**src/rtl/hazard_scoreboard.sv**
```systemverilog
// Hazard detection and ID-stage operand forwarding for the in-order MIPS pipeline.
// Define HAZARD_FORWARD_EN for forwarding; leave it undefined for legacy stall-on-any-match.
module hazard_scoreboard #(
    parameter int DATA_W         = 32,
    parameter int REG_AW         = 5,
    parameter int DEPTH          = 3,
    parameter int LOAD_READY     = 1,
    parameter int REDIRECT_STAGE = 1
) (
    input  logic                    clk,
    input  logic                    rst,
    input  logic                    id_valid,
    input  logic [REG_AW-1:0]       id_rs,
    input  logic [REG_AW-1:0]       id_rt,
    input  logic                    id_rs_used,
    input  logic                    id_rt_used,
    input  logic                    id_we,
    input  logic [REG_AW-1:0]       id_dst,
    input  logic                    id_is_load,
    input  logic [DATA_W-1:0]       rf_rdata_a,
    input  logic [DATA_W-1:0]       rf_rdata_b,
    input  logic [DEPTH*DATA_W-1:0] stage_data,
    input  logic                    redirect,
    output logic                    stall,
    output logic                    bubble,
    output logic                    flush_id,
    output logic [DATA_W-1:0]       opnd_a,
    output logic [DATA_W-1:0]       opnd_b,
    output logic                    fwd_a_hit,
    output logic                    fwd_b_hit,
    output logic [31:0]             stall_cnt,
    output logic [31:0]             flush_cnt
);

    typedef struct packed {
        logic              v;
        logic              we;
        logic [REG_AW-1:0] dst;
        logic              ld;
    } slot_t;

    typedef struct packed {
        logic              found;
        logic              ready;
        logic [DATA_W-1:0] data;
    } lookup_t;

    slot_t   slots [DEPTH];
    lookup_t look_a, look_b;
    logic    haz_a, haz_b;

    // Scanning oldest to youngest lets the youngest (lowest slot) match overwrite older ones.
    function automatic lookup_t lookup(input logic [REG_AW-1:0] src, input logic used);
        lookup_t r;
        r = '0;
        for (int k = DEPTH - 1; k >= 0; k--) begin
            if (slots[k].v && slots[k].we && slots[k].dst == src && src != '0 && used) begin
                r.found = 1'b1;
                r.ready = !slots[k].ld || (k >= LOAD_READY);
                r.data  = stage_data[k*DATA_W +: DATA_W];
            end
        end
        return r;
    endfunction

    // NOTE: every always_comb output gets a default first so no path can infer a latch.
    always_comb begin
        look_a    = lookup(id_rs, id_rs_used);
        look_b    = lookup(id_rt, id_rt_used);
        opnd_a    = rf_rdata_a;
        opnd_b    = rf_rdata_b;
        fwd_a_hit = 1'b0;
        fwd_b_hit = 1'b0;
`ifdef HAZARD_FORWARD_EN
        haz_a = look_a.found && !look_a.ready;
        haz_b = look_b.found && !look_b.ready;
        if (look_a.found && look_a.ready) begin
            opnd_a    = look_a.data;
            fwd_a_hit = 1'b1;
        end
        if (look_b.found && look_b.ready) begin
            opnd_b    = look_b.data;
            fwd_b_hit = 1'b1;
        end
`else
        haz_a = look_a.found;
        haz_b = look_b.found;
`endif
        stall    = id_valid && (haz_a || haz_b) && !redirect;
        bubble   = stall || redirect;
        flush_id = redirect;
    end

`ifndef HAZARD_FORWARD_EN
    logic unused_fwd;
    assign unused_fwd = ^{look_a.ready, look_a.data, look_b.ready, look_b.data};
`endif

    // NOTE: slot valid bits are control state, so the whole scoreboard is reset, not just data.
    always_ff @(posedge clk or posedge rst) begin
        if (rst) begin
            for (int k = 0; k < DEPTH; k++) begin
                slots[k] <= '0;
            end
            stall_cnt <= '0;
            flush_cnt <= '0;
        end else begin
            // NOTE: sequential state uses non-blocking assignments so the shift reads old slot values.
            if (bubble || !id_valid) begin
                slots[0] <= '0;
            end else begin
                slots[0] <= '{v: 1'b1, we: id_we, dst: id_dst, ld: id_is_load};
            end
            // Entries landing in 1..REDIRECT_STAGE are younger than the resolved branch.
            for (int k = 1; k < DEPTH; k++) begin
                if (redirect && k <= REDIRECT_STAGE) begin
                    slots[k] <= '0;
                end else begin
                    slots[k] <= slots[k-1];
                end
            end
            if (stall && stall_cnt != '1) begin
                stall_cnt <= stall_cnt + 32'd1;
            end
            if (redirect && flush_cnt != '1) begin
                flush_cnt <= flush_cnt + 32'd1;
            end
        end
    end

endmodule

```
**config.mk**
```make
export PLATFORM = sky130hd
export DESIGN_NAME = hazard_scoreboard
export DESIGN_NICKNAME = d
export VERILOG_FILES = /design/src/rtl/hazard_scoreboard.sv
export SDC_FILE = /design/constraint.sdc
export NUM_CORES = 1
export LEC_CHECK = 0
export ABC_AREA = 1
export ABC_CLOCK_PERIOD_IN_PS = 4500
export BUFFER_PORTS_ARGS = -buffer_cell sky130_fd_sc_hd__buf_4
export CAP_MARGIN = 10
export CELL_PAD_IN_SITES_DETAIL_PLACEMENT = 0
export CELL_PAD_IN_SITES_GLOBAL_PLACEMENT = 1
export CORE_MARGIN = 10
export CORE_UTILIZATION = 25
export DETAILED_ROUTE_END_ITERATION = 8
export PLACE_DENSITY = 0.73
export SYNTH_ARGS = -nofsm -noshare
export SYNTH_HDL_FRONTEND = slang
export SYNTH_SLANG_ARGS = --single-unit
```
**constraint.sdc**
```tcl
create_clock -name clk -period 4.5 [get_ports clk]
set_input_delay 1.125 -clock clk [delete_from_list [all_inputs] [get_ports clk]]
set_output_delay 1.125 -clock clk [all_outputs]
set_load 0.1 [all_outputs]
```
# Word-level counts from Yosys, hierarchy flattened
# Cells that the tools add are included.
# word_totals
reg_bits	86
# op_classes
addsub	2
eq_ne	8
n_mux	8
n_reduce_logical	33
# ops
op	n
$mux W34	6
$add A32 B1 Y32 const B	2
$ne A32 B32 Y1 const B	2
$eq A5 B5 Y1	6
$logic_and A1 B1 Y1	25
$mux W8	2
$reduce_bool A5 Y1	2
$logic_not A1 Y1	3
$logic_or A1 B1 Y1	3

# Logic depth before layout (Yosys ltp)
# depth
depth_word	13
mapped_depth	13

# Worst setup path after synthesis
# No wires, ideal clock.
# synth_timing
path_kind	input to output
startpoint	in id_rt[0]
endpoint	out bubble
t_arrival_ns	2.376
t_required_ns	3.375
path_slack_ns	0.999
stages	9
cell_sequence	inv_1 nor2_1 nor2_1 nand3_1 nand3_1 nand2_1 nand2_1 nand2_1 nand2_1
# synth_between
elab_chain_len	11
# synth_rtl
element	line	rtl
from (decl)	14	input logic [REG_AW-1:0] id_rt,
$eq A5 B5 Y1	57	if (slots[k].v && slots[k].we && slots[k].dst == src && src != '0 && used) begin
$logic_and A1 B1 Y1 (3 in a row)	57	
$mux W34 (2 in a row)	57	
$mux W34 (*)	57	
$logic_or A1 B1 Y1 (*)	89	stall = id_valid && (haz_a || haz_b) && !redirect;
$logic_and A1 B1 Y1 (*) (2 in a row)	89	
$logic_or A1 B1 Y1 (*)	90	bubble = stall || redirect;
to (decl)	25	output logic bubble,
# Mark *: on every way between the ends. The rest lies on a longest branch, timed or not.

# Final worst setup path
# layout_timing
startpoint	in id_rt[4]
endpoint	out stall
# layout_between
elab_chain_len	10
# layout_rtl
element	line	rtl
$eq A5 B5 Y1	57	
$logic_and A1 B1 Y1 (3 in a row)	57	
$mux W34 (2 in a row)	57	
$mux W34 (*)	57	
$logic_or A1 B1 Y1 (*)	89	
$logic_and A1 B1 Y1 (*) (2 in a row)	89	
to (decl)	24	output logic stall,
# Marked as above.

==> results.cfg <==
[run_status]
outcome = completed

[setup_path]
path_cells = buf_4 -> inv_1 -> o21ai_0 -> nor2_1 -> nand3_1 -> nand3_1 -> nand2_1 -> nand2_1 -> nand3_1 -> inv_1 -> buf_4
max_stage_delay_ns = 0.29
critical-path-top-delay-family = buffers and inverters
cpMaxStageDelayCell = buf_4
crit_path_start_kind = primary input
path_buf_inv = 4
critPathCaptureType = output port
cp_max_fo = 4
crit_type = primary input to output port
crit_required_ns = 3.38
crit_path_frequent_cell = nand3_1
critical_path_arrival_ns = 2.48

[drt]
postRouteAntennaNets = 0
drt-initial-drc-count = 247
vias = 4735
drt_wl_total_um = 15600
drc = 0
routed_via_density = 4.32
wl_per_cell_um = 14.2
first_pass_iters = 4

[cells_and_area]
area_growth_pct = 13.6
fillers = 2409
layout-drive-gt1-share_pct = 15.4
insertedDiodeCount = 0
nets = 996
final_common_cell = nand2_1
layout.cell_area.non_filler_um2 = 6390
layout_common_cells = nand2_1 (296), buf_4 (89), nor2_1 (86), dfrtp_1 (85), inv_1 (68)
fin_util_pct = 29.1

[global_routing]
globalRouteOverflowTotal = 0
grt_pass1_wl_um = 24900
grt_start_max_net_pins = 55
first_global_vias = 4562
antenna_found_initial = 0
grt_use_total_pct = 10.7

[die]
io_pins = 316
die_h_um = 170
core_um2 = 22000
start_util_pct = 25.6
die_w_um = 170
num_rows = 54
die_area_um2 = 28900

[logic_synthesis]
muxShareOfSynthArea_pct = 0
synthAdderAreaFrac_pct = 0.445
synth.distinct_cells = 32
postSynthCellCount = 787
syn_area_per_cell_um2 = 7.14
ys_ff_latch = 85
async_reset_ff_share_pct = 100
ys.flop_type = dfrtp_1
mappedNetlistArea_um2 = 5620
yosysWarnings = 0
synth_edf_count = 0
synthSimpleGateAreaFrac_pct = 36.0
synth-compound-area-share_pct = 1.02
synth_xor_xnor_area_share_pct = 9.19
yosysSeqAreaShare_pct = 37.8
synth_top_family_by_area = simple AND/OR/NAND/NOR gates

[sta]
setup_violations = 0
hold_viol_final = 0
slew_viol_final = 0
finalSetupTns_ns = 0
post-route-period-util_pct = 80.2
maxSlewHeadroom_pct = 33.2
skew_ns = 0.00984
worst_pin_slew_ns = 1.00
min_period_ns = 3.61
grt_setup_unrepaired = no
fmax_mhz = 277

[placement]
gp_congestion = 0.838
dp_hpwl_um = 11900
io_buffer_count = 88
place_area_um2 = 6080

[clock_network]
clk-insertion-delay-late_ns = 0.35
cts-root-buf = clkbuf_16
cts_resized = 0
cts_setup_buffers = 0
cts_buffers = 9
cts_tree = done
clockBufferDepth = 2
h-tree-depth = 3
clk_pin_slew_ns = 0.06
cts_hold_buf = 0
cts.sinks = 85

[job]
drv_cap = 0

[power]
vdd_ir_drop_max_v = 0.000325
power_density_nw_per_um2 = 333
leakagePower_uw = 0.00329

[min_path]
hp-class = flip-flop to flip-flop
==> path summary, 6_finish.rpt <==
check                           slack (ns)       endpoint  cells past startpoint          from
worst max-delay path                  0.89          stall                     11      id_rt[4]
worst min-delay path                  0.37       slots[7]                      0     slots[15]
worst max register to register        2.12   stall_cnt[0]                      9  stall_cnt[0]
worst min register to register        0.37       slots[7]                      0     slots[15]
max in group asynchronous             2.81   stall_cnt[1]                      3           rst
min in group asynchronous             0.97  flush_cnt[31]                      2           rst
==> synth_stat cells, types with 2 or more instances <==
cell type / count / area, um2
nor2_1: 86 / 323
ha_1: 2 / 25.0
nand2_1: 296 / 1110
xor2_1: 43 / 377
nand3b_1: 3 / 22.5
nor2_4: 2 / 22.5
inv_1: 69 / 259
nand3_1: 21 / 105
nand2_2: 2 / 12.5
nor2_2: 3 / 18.8
dfrtp_1: 85 / 2130
buf_6: 4 / 45.0
buf_2: 5 / 25.0
nor3_1: 21 / 105
nand3_2: 2 / 20.0
inv_2: 5 / 18.8
o21ai_0: 7 / 35.0
o21ai_1: 3 / 15.0
buf_4: 68 / 510
nor4_1: 12 / 75.1
xnor2_1: 16 / 140
nand4_1: 21 / 131
nor3_4: 2 / 32.5
==> worst register-to-register path, stage by stage, from the launching register on <==
cell and delay, ns:
dfrtp_1 0.43, ha_1 0.27, nand3_2 0.14, nor2_4 0.07
nand2_4 0.09, nor3_4 0.05, nand4_1 0.16, nand4_2 0.75
nand2_1 0.26, nand2_1 0.07
==> metrics by stage <==
step | hold slack (ns) | power, uW | worst slack, ns | std cells
floorplan | 0.354 | 1500 | 0.999 | 788
global placement | 0.360 | 1360 | 0.821 | 1080
CTS | 0.375 | 2150 | 0.842 | 1096
finish | 0.374 | 2120 | 0.892 | 1096
detailed placement | 0.361 | 1360 | 0.845 | 1080
global route | 0.390 | 2210 | 0.712 | 1096
==> registers in the layout (all words and copies together) (netlist names) <==
signal and count:
slots 21, flush_cnt 32, stall_cnt 32
==> report_power, final <==
part	leakage, uW	internal (uW)	total [uW]	switching [uW]
logic	0.00198	102	485	383
registers	0.00116	803	855	51.5
clock network	0.000144	438	784	346
==> cell families after synthesis <==
family | count (synthesis)
other | 1
buffers and inverters | 153
AO/OA/AOI/OAI | 11
XOR/XNOR | 59
flip-flops | 85
AND/OR/NAND/NOR | 476
adder cells (fa/ha/maj) | 2
==> layout make-up <==
cell class                      count  area (um2)  share of cell area, %
Clock buffer                        9         225                   3.53
Clock inverter                      7        82.6                   1.29
Inverter                           75         283                   4.43
Multi-Input combinational cell    550        2630                   41.2
Sequential cell                    85        2130                   33.3
Tap cell                          280         350                   5.48
Timing Repair Buffer               90         688                   10.8
==> layer usage <==
metal  track usage [%]  share of wire [%]  vias to the layer above
met5                 0                  0                        -
met4              3.32                1.4                        0
met3              2.78                4.3                       17
met2              17.5                 47                       92
met1              13.6                 47                     2206
li1                  -                  -                     2420
(Power assumes the default switching activity.)
